==> src/rtl/ctrl_entrada_teclado.sv <==
// Keypad entry sequencer: debounces key_act, accepts one event per press and
// assembles decimal digits into a BCD entry buffer with enter/clear/command keys.
module ctrl_entrada_teclado #(
    parameter int unsigned NDIG = 3,
    parameter int unsigned DEB  = 3,
    parameter int unsigned TMO  = 500
) (
    input  logic              clk,
    input  logic              rst_n,
    input  logic [4:0]        key_code,
    input  logic              key_act,
    output logic [4*NDIG-1:0] buf_bcd,
    output logic [3:0]        buf_cnt,
    output logic [4*NDIG-1:0] val_bcd,
    output logic              val_stb,
    output logic [1:0]        cmd,
    output logic              cmd_stb,
    output logic              ovf
);

    localparam int unsigned BW = 4 * NDIG;
    localparam int unsigned TW = (TMO > 1) ? $clog2(TMO + 1) : 1;

    typedef enum logic [2:0] {
        StIdle,
        StPDeb,
        StAccept,
        StHeld,
        StRDeb
    } state_e;

    state_e          state_q, state_d;
    logic [3:0]      cnt_q, cnt_d;
    logic [BW-1:0]   buf_q, buf_d;
    logic [3:0]      bcnt_q, bcnt_d;
    logic [BW-1:0]   val_q, val_d;
    logic [1:0]      cmd_q, cmd_d;
    logic            val_stb_q, val_stb_d;
    logic            cmd_stb_q, cmd_stb_d;
    logic            ovf_q, ovf_d;
    logic [TW-1:0]   tmo_q, tmo_d;

    always_ff @(posedge clk or negedge rst_n) begin
        if (!rst_n) begin
            state_q   <= StIdle;
            cnt_q     <= '0;
            buf_q     <= '0;
            bcnt_q    <= '0;
            val_q     <= '0;
            cmd_q     <= '0;
            val_stb_q <= 1'b0;
            cmd_stb_q <= 1'b0;
            ovf_q     <= 1'b0;
            tmo_q     <= '0;
        end else begin
            state_q   <= state_d;
            cnt_q     <= cnt_d;
            buf_q     <= buf_d;
            bcnt_q    <= bcnt_d;
            val_q     <= val_d;
            cmd_q     <= cmd_d;
            val_stb_q <= val_stb_d;
            cmd_stb_q <= cmd_stb_d;
            ovf_q     <= ovf_d;
            tmo_q     <= tmo_d;
        end
    end

    always_comb begin
        state_d   = state_q;
        cnt_d     = cnt_q;
        buf_d     = buf_q;
        bcnt_d    = bcnt_q;
        val_d     = val_q;
        cmd_d     = cmd_q;
        val_stb_d = 1'b0;
        cmd_stb_d = 1'b0;
        ovf_d     = 1'b0;
        tmo_d     = tmo_q;

        unique case (state_q)
            StIdle: begin
                if (key_act) begin
                    state_d = StPDeb;
                    cnt_d   = 4'd1;
                end
            end
            StPDeb: begin
                if (!key_act) begin
                    state_d = StIdle;
                end else if (cnt_q == 4'(DEB)) begin
                    state_d = StAccept;
                end else begin
                    cnt_d = cnt_q + 4'd1;
                end
            end
            StAccept: begin
                state_d = StHeld;
                if (key_code < 5'd10) begin
                    if (bcnt_q < 4'(NDIG)) begin
                        buf_d  = (buf_q << 4) | BW'(key_code[3:0]);
                        bcnt_d = bcnt_q + 4'd1;
                    end else begin
                        ovf_d = 1'b1;
                    end
                end else if (key_code <= 5'd13) begin
                    // A..D map to 0..3: low two bits plus 2 wraps mod 4
                    cmd_d     = key_code[1:0] + 2'd2;
                    cmd_stb_d = 1'b1;
                end else if (key_code == 5'd14) begin
                    if (bcnt_q != 4'd0) begin
                        val_d     = buf_q;
                        val_stb_d = 1'b1;
                        buf_d     = '0;
                        bcnt_d    = '0;
                    end
                end else if (key_code == 5'd15) begin
                    buf_d  = '0;
                    bcnt_d = '0;
                end
            end
            StHeld: begin
                if (!key_act) begin
                    state_d = StRDeb;
                    cnt_d   = 4'd1;
                end
            end
            StRDeb: begin
                if (key_act) begin
                    state_d = StHeld;
                end else if (cnt_q == 4'(DEB)) begin
                    state_d = StIdle;
                end else begin
                    cnt_d = cnt_q + 4'd1;
                end
            end
            default: state_d = StIdle;
        endcase

        // Partial entries left idle too long are dropped without a strobe
        if (state_q == StAccept || bcnt_q == 4'd0) begin
            tmo_d = '0;
        end else if (TMO != 0 && state_q == StIdle) begin
            if (tmo_q == TW'(TMO - 1)) begin
                tmo_d  = '0;
                buf_d  = '0;
                bcnt_d = '0;
            end else begin
                tmo_d = tmo_q + TW'(1);
            end
        end
    end

    assign buf_bcd = buf_q;
    assign buf_cnt = bcnt_q;
    assign val_bcd = val_q;
    assign val_stb = val_stb_q;
    assign cmd     = cmd_q;
    assign cmd_stb = cmd_stb_q;
    assign ovf     = ovf_q;

endmodule

==> config.mk <==
export PLATFORM = sky130hd
export DESIGN_NAME = ctrl_entrada_teclado
export DESIGN_NICKNAME = d
export VERILOG_FILES = /design/src/rtl/ctrl_entrada_teclado.sv
export SDC_FILE = /design/constraint.sdc
export NUM_CORES = 1
export LEC_CHECK = 0
export CORE_ASPECT_RATIO = 1.25
export CORE_MARGIN = 5
export CORE_UTILIZATION = 29
export CTS_BUF_LIST = sky130_fd_sc_hd__clkbuf_2 sky130_fd_sc_hd__clkbuf_4 sky130_fd_sc_hd__clkbuf_8
export DETAILED_ROUTE_END_ITERATION = 8
export GPL_TIMING_DRIVEN = 1
export HOLD_SLACK_MARGIN = 0.03
export PLACE_DENSITY_LB_ADDON = 0.12
export RECOVER_POWER = 100
export SYNTH_ARGS = -nofsm -noshare
export SYNTH_HDL_FRONTEND = slang
export SYNTH_SLANG_ARGS = --single-unit
==> constraint.sdc <==
create_clock -name clk -period 1.75 [get_ports clk]
set_input_delay 0.35 -clock clk [delete_from_list [all_inputs] [get_ports clk]]
set_output_delay 0.35 -clock clk [all_outputs]
set_load 0.02 [all_outputs]
==> run metrics, run 1 <==
area occupied by multi-input gates=1171 sq um; primary flip-flop cell chosen by synthesis mapping=sky130_fd_sc_hd__dfrtp_1; Hold Path Stages=2; Setup crit end kind=flip-flop; Post-Place Cell Area=3143 sq um; Cell Count Post-Placement=363; Synth Cell Area=2352 sq um; failing checks=negative setup slack; standard cell core area=7838 sq um; category of the critical setup timing path=reg -> reg; vias in the first global route=1923; vertical die dimension=110.7 um; commonest non-fill, non-tap cells in the layout=sky130_fd_sc_hd__dfrtp_1, sky130_fd_sc_hd__buf_4, sky130_fd_sc_hd__clkdlybuf4s50_1; post-route non-filler standard cell count=380; Ant. Diodes=0; cell-internal power=2.827 mW; number of maximum-capacitance violations=0; warning count from the yosys run=0; final critical-path share of the clock period=102.3%; Avg Synthesized Cell Area=about 12 sq um; Worst EP required=1950 ps; first-pass GRT wire length=around 9700 um; die boundary width=90.56 um; Placer Congestion=0.7317; area added between synthesis and finish=43.24%; arrival time reported for the critical path endpoint=1990 ps; H-tree levels=2; switching power total=between 1.5 and 2 mW; initial antenna violation count=0; clock buffer count from CTS=5; pwr/cell area=1341 nW/um^2; fraction of power consumed by sequential logic=36.1%; via count of the routed design=1872; skew final=8.187 ps; DP HPWL=4015 um; Min-Delay Path Class=in -> reg; number of enable-type register cells in the synthesized netlist=0; number of storage elements in the synthesis netlist=49; pin count of the biggest net entering global routing=50; leakage component of the power=1.565 nW; Max FO, Critical Path=6; net switching fraction of the power=37.42%; global-route usage over all layers=11.62%; grt total ovfl=0; Syn Inst Count=199; layout cell share with drive strength beyond 1=32.28%; outcome=finished, violations left; Die Area=10020 sq um; post-DR wirelength/cell=15.44 um; number of hold violations in the final report=0; std cell rows=36; Worst Reg2Reg Path Length in Cells=6; Routed Antenna Nets=0; part of the power in combinational logic=48.2%; Detailed Route Iter0 Violations=46; Final setup viols=13; clock insertion delay at the later pin of the skew report=310 ps; clock period minus worst slack=1790 ps; Initial DRT Pass Iterations=4; Sequential cell area=1230 sq um; Sinks on Clock Net=49; net count of the finished layout=around 300; Longest Clk Path Bufs=2; Fin Hold WS=453.7 ps; achievable clock frequency=roughly 560 MHz; mean number of vias per cell=roughly 4.9; most frequent standard cell in the layout excluding fill and tap cells=sky130_fd_sc_hd__dfrtp_1; number of distinct library cells after synthesis=53; fraction of the yosys area taken by sequential cells=between 50% and 60%; starting utilization of the core area=30.01%; TritonCTS clock tree=yes; post-layout worst setup margin=-40.46 ps; Setup TNS Final=-119.7 ps; Clk pwr share=~16%; Final Total Pwr=4.518 mW; Slew @ Worst Pin=698.2 ps; sum of routed wire length over all layers=5868 um; Peak supply drop=575.6 uV; utilization after layout=between 40% and 50%; Setup crit start kind=flip-flop; post-route design area=3369 sq um; number of inserted filler cells in the final layout=764; setup repair after global routing missed its margin=yes; relative slew slack=53.45%; post-synth net total=211; count of buffers from port buffering=40; clock tree root buffer cell=sky130_fd_sc_hd__clkbuf_8; Clock Pin Slew Worst Setup and Hold Paths=90 ps; post-detailed-route DRC marker count=0; setup slack at placement=-600.4 ps; I/O pin count=41; async set-reset flop share out of synthesis=100.0%; number of pins exceeding their max-slew limit in the final report=0
==> state kept, by name, indices dropped and copies added, names as in the netlist <==
signal	flops
val_bcd	12
cmd_stb	1
val_stb	1
cmd	2
cnt_q	4
tmo_q	9
ovf	1
buf_bcd	12
buf_cnt	4
state_q	3
==> path summary, 6_finish.rpt <==
kind | startpoint | end | slack, ps
hold reg to reg | tmo_q[7]$_DFFE_PN0P_ | tmo_q[7]$_DFFE_PN0P_ | 490
min in group asynchronous | rst_n | cmd_stb$_DFF_PN0_ | 720
setup / recovery | state_q[0]$_DFFE_PN0P_ | buf_bcd[1]$_DFF_PN0_ | -40
setup reg to reg | state_q[0]$_DFFE_PN0P_ | buf_bcd[1]$_DFF_PN0_ | -40
hold / removal | key_code[1] | cmd[1]$_DFFE_PN0P_ | 450
max in group asynchronous | rst_n | buf_cnt[2]$_DFF_PN0_ | 530
==> cells by family (layout without fill, tap and decap cells) <==
logic type | Yosys count | after routing | synth area share, %
simple gates | 59 | 59 | 16.06
compound gates | 52 | 53 | 15.80
flops | 49 | 49 | 52.13
mux | 15 | 15 | 8.564
buf+inv | 15 | 100 | 3.457
xor+xnor | 5 | 5 | 1.862
fa+ha+maj | 4 | 4 | 2.128
==> area by class of cell <==
cell class / instances / area share, %
Timing Repair Buffer: 87 / 21.98
Clock buffer: 5 / 2.042
Inverter: 5 / 0.5570
Clock inverter: 3 / 0.6313
Tap cell: 95 / 3.528
Sequential cell: 49 / 36.50
Multi-Input combinational cell: 136 / 34.76
==> routing by layer <==
layer	track usage [%]	part of all wire [%]	up-vias
met5	0	0	-
met4	3.575	1.7	0
met3	2.851	4.3	7
met2	20.26	51	36
met1	13.94	43	921
li1	-	-	908
==> critical path, cell delays in order, from the launching register on <==
cell,delay [ps]
sky130_fd_sc_hd__dfrtp_1,400
sky130_fd_sc_hd__buf_6,130
sky130_fd_sc_hd__buf_6,110
sky130_fd_sc_hd__or3_4,320
sky130_fd_sc_hd__nand4b_1,260
sky130_fd_sc_hd__a21boi_4,220
sky130_fd_sc_hd__a22o_2,240
==> power groups by stage <==
stage / Combinational, mW / Sequential [mW] / Clock, mW
2_1_floorplan: 0.830 / 1.83 / 0
3_3_place_gp: 2.02 / 1.66 / 0
3_5_place_dp: 2.03 / 1.67 / 0
4_1_cts: 2.10 / 1.64 / 0.736
5_1_grt: 2.37 / 1.69 / 0.769
6_report: 2.18 / 1.63 / 0.706
==> cells in the mapped netlist (all sizes together) (2+ instances only) <==
library cell / n / area, sq um
nor3: 6 / 41.29
a21boi: 2 / 15.01
a21oi: 9 / 45.04
nand2b: 2 / 12.51
nor2: 13 / 48.80
nor4b: 3 / 26.28
and4: 2 / 17.52
or3b: 2 / 17.52
nand4b: 2 / 23.77
dfrtp: 49 / 1226
ha: 4 / 50.05
a31oi: 4 / 25.02
xor2: 5 / 43.79
buf: 5 / 42.54
and3: 5 / 32.53
mux2: 14 / 191.4
nand3: 3 / 15.01
nand2: 8 / 30.03
a22o: 14 / 123.9
nor3b: 3 / 27.52
a21o: 3 / 22.52
clkbuf: 5 / 20.01
inv: 5 / 18.77
o21ai: 11 / 55.05
==> repair_timing <==
item                       4_1_cts  5_1_grt
hold endpoints to repair        26        0
cloned                           1        1
buffers inserted                 1        7
setup endpoints to repair       31       38
hold buffers                     1        0
resized for setup               24       20
pin swaps                        4       12
Power figures use the tool's default switching activity.
==> run 2, diff against run 1 <==
- SETUP_SLACK_MARGIN: unset -> 0.15
==> run 2 against run 1 <==
The flow still finishes with violations (negative setup slack). Critical path type unchanged. First-iteration DRC count is 8.7% higher. Global-route usage grew 0.25 points. Sequential cell count unchanged. Worst hold slack worse by 33 ps. Worst setup slack lost 56 ps. Via count grew 1.9%. Sequential share of layout area down 1.5 points. Largest cell class unchanged. Clock power up 21%. Fmax down 3.0%. Critical path depth unchanged. Combinational power is 7% higher.
==> run metrics, run 2 (same netlist as run 1, synthesis figures left out) <==
Max FO, Critical Path=6 (unchanged); first-pass GRT wire length=9887 um (+2.3%); launch point of the worst reg-to-reg path=state_q[1]$_DFFE_PN0P_; Worst EP required=1950 ps (about the same); DP HPWL=4083 um (+1.7%); grt total ovfl=0 (unchanged); Slew @ Worst Pin=683.5 ps (-14.71 ps); clock tree root buffer cell=sky130_fd_sc_hd__clkbuf_8; Final setup viols=25 (+12); mean number of vias per cell=4.902 (-0.49%); area added between synthesis and finish=49.26%; Placer Congestion=0.7243 (-1.0%); post-layout worst setup margin=-96.36 ps (-55.90 ps); post-detailed-route DRC marker count=0 (unchanged); fraction of power consumed by sequential logic=33.9% (-2.2 points); final critical-path share of the clock period=105.5% (+3.2 points); sum of routed wire length over all layers=5907 um (+0.66%); starting utilization of the core area=30.01% (unchanged); largest stage delay on the critical path=400 ps (about the same); net count of the finished layout=305 (+3.0%); Sequential cell area=1230 sq um (unchanged); area occupied by multi-input gates=1229 sq um (+4.9%); Final Total Pwr=4.825 mW (+6.8%); worst hold endpoint=cmd[1]$_DFFE_PN0P_; category of the critical setup timing path=reg -> reg; worst reg2reg endpoint=buf_bcd[1]$_DFF_PN0_; commonest non-fill, non-tap cells in the layout=sky130_fd_sc_hd__dfrtp_1, sky130_fd_sc_hd__buf_4, sky130_fd_sc_hd__dlygate4sd2_1; arrival time reported for the critical path endpoint=2040 ps (+50 ps); critical-path cell with the highest stage delay=sky130_fd_sc_hd__dfrtp_1; Longest Clk Path Bufs=2 (unchanged); Routed Antenna Nets=0 (unchanged); Detailed Route Iter0 Violations=50 (+8.7%); die boundary width=90.56 um (unchanged); Initial DRT Pass Iterations=4 (unchanged); clock insertion delay at the later pin of the skew report=300 ps (about the same); Clock Pin Slew Worst Setup and Hold Paths=90 ps (about the same); start point of the worst hold path=key_code[1]; initial antenna violation count=0 (unchanged); pin count of the biggest net entering global routing=50 (unchanged); post-DR wirelength/cell=15.19 um (-1.7%); number of hold violations in the final report=0 (unchanged); most frequent standard cell in the layout excluding fill and tap cells=sky130_fd_sc_hd__dfrtp_1; Ant. Diodes=0 (unchanged); cell-internal power=3.076 mW (+8.8%); number of pins exceeding their max-slew limit in the final report=0 (unchanged); Hold Path Stages=3 (+1); part of the power in combinational logic=48.3% (about the same); Crit path top cell by count=sky130_fd_sc_hd__buf_6; std cell rows=36 (unchanged); net switching fraction of the power=36.25% (-1.2 points); vias in the first global route=1977 (+2.8%); Clk pwr share=17.8% (+2.2 points); Min-Delay Path Class=in -> reg; setup repair after global routing missed its margin=yes; outcome=finished, violations left; achievable clock frequency=541.6 MHz (-3.0%); CP cell instances=buf_6 -> buf_6 -> or3_4 -> nand4b_1 -> a21boi_4 -> a22o_2; Fin Hold WS=421.1 ps (-32.66 ps); layout cell share with drive strength beyond 1=37.41% (+5.1 points); reg-to-reg slack, setup=-100 ps (-60 ps); Die Area=10020 sq um (unchanged); TritonCTS clock tree=yes; pwr/cell area=1374 nW/um^2 (+2.5%); leakage component of the power=1.740 nW (+11%); vertical die dimension=110.7 um (unchanged); H-tree levels=2 (unchanged); skew final=5.963 ps (-2.225 ps); relative slew slack=54.43% (+0.98 points); Sinks on Clock Net=49 (unchanged); clock buffer count from CTS=5 (unchanged); switching power total=1.749 mW (+3.5%); via count of the routed design=1907 (+1.9%); global-route usage over all layers=11.87% (+0.25 points); number of maximum-capacitance violations=0 (unchanged); Setup crit end kind=flip-flop; number of inserted filler cells in the final layout=797 (+4.3%); standard cell core area=7838 sq um (unchanged); clock period minus worst slack=1846 ps (+55.90 ps); Peak supply drop=555.8 uV (-3.4%); failing checks=negative setup slack; Worst Reg2Reg Path Length in Cells=6 (unchanged); Setup crit start kind=flip-flop; I/O pin count=41 (unchanged); count of buffers from port buffering=40 (unchanged)
[run 2: layout make-up]
type / count / area share (%)
inverter: 5 / 0.5346
timing repair buffer: 96 / 22.63
tap: 95 / 3.386
sequential: 49 / 35.03
clock inverter: 2 / 1.069
multi-input combinational: 136 / 35.00
clock buffer: 6 / 2.352
[run 2: power by group through the flow]
stage / sequential, mW / clock (mW) / combinational (mW)
after CTS: 1.64 / 0.896 / 2.19
after detailed placement: 1.66 / 0 / 2.07
after global placement: 1.66 / 0 / 2.05
after global routing: 1.69 / 0.937 / 2.54
final: 1.64 / 0.857 / 2.33
after floorplan: 1.84 / 0 / 0.874
[run 2: how the worst max path moves through the flow]
stage | start | end | slack [ps] | cells after the start
2_1_floorplan | state_q[0]$_DFFE_PN0P_ | val_bcd[10]$_DFFE_PN0P_ | -70 | 5
3_3_place_gp | key_code[4] | val_bcd[0]$_DFFE_PN0P_ | -500 | 6
3_5_place_dp | key_code[4] | val_bcd[0]$_DFFE_PN0P_ | -550 | 6
4_1_cts | state_q[1]$_DFFE_PN0P_ | val_bcd[0]$_DFFE_PN0P_ | -150 | 5
5_1_grt | state_q[0]$_DFFE_PN0P_ | val_bcd[7]$_DFFE_PN0P_ | -150 | 4
6_report | state_q[1]$_DFFE_PN0P_ | buf_bcd[1]$_DFF_PN0_ | -100 | 6
[run 2: timing repair]
| action | CTS | global route |
|---|---|---|
| buffers inserted | 8 | 6 |
| pin swaps | 11 | 8 |
| endpoints found under the setup margin | 71 | 45 |
| hold buffers | 1 | 0 |
| gates resized for setup | 65 | 31 |
| hold endpoints to repair | 1 | 0 |
| gates cloned | 2 | 0 |
[run 2: through the flow]
step / setup TNS (ps) / setup WS (ps) / instance area (sq um) / std cells / utilization (%)
detailed placement: -13140 / -552.4 / 3161 / 364 / 40.33
global route: -3348 / -149.7 / 3511 / 389 / 44.80
finish: -1604 / -96.36 / 3511 / 389 / 44.80
CTS: -2055 / -148.6 / 3465 / 383 / 44.21
floorplan: -649.6 / -71.81 / 2392 / 199 / -
global placement: -12530 / -499.1 / 3161 / 364 / 40.33
[run 2: critical path: cells and delay by family (launching register included)]
| family | cells | cell delay (ps) |
|---|---|---|
| DFF | 1 | 400 |
| AOI/OAI and AO/OA | 2 | 460 |
| and+or+nand+nor | 2 | 650 |
| buffers and inverters | 2 | 230 |
[run 2: per-layer routing]
metal | vias to the layer above | GRT usage, % | part of all wire [%]
met2 | 30 | 21.28 | 52
li1 | 929 | - | -
met1 | 942 | 13.91 | 42
met3 | 6 | 3.055 | 4.5
met4 | 0 | 2.979 | 1.1
met5 | - | 0 | 0
==> run 3, diff against run 2 <==
- ABC_CLOCK_PERIOD_IN_PS: unset -> 1750
==> results of run 3 <==
The final DEF is identical to that of run 2; final timing and power are the same.
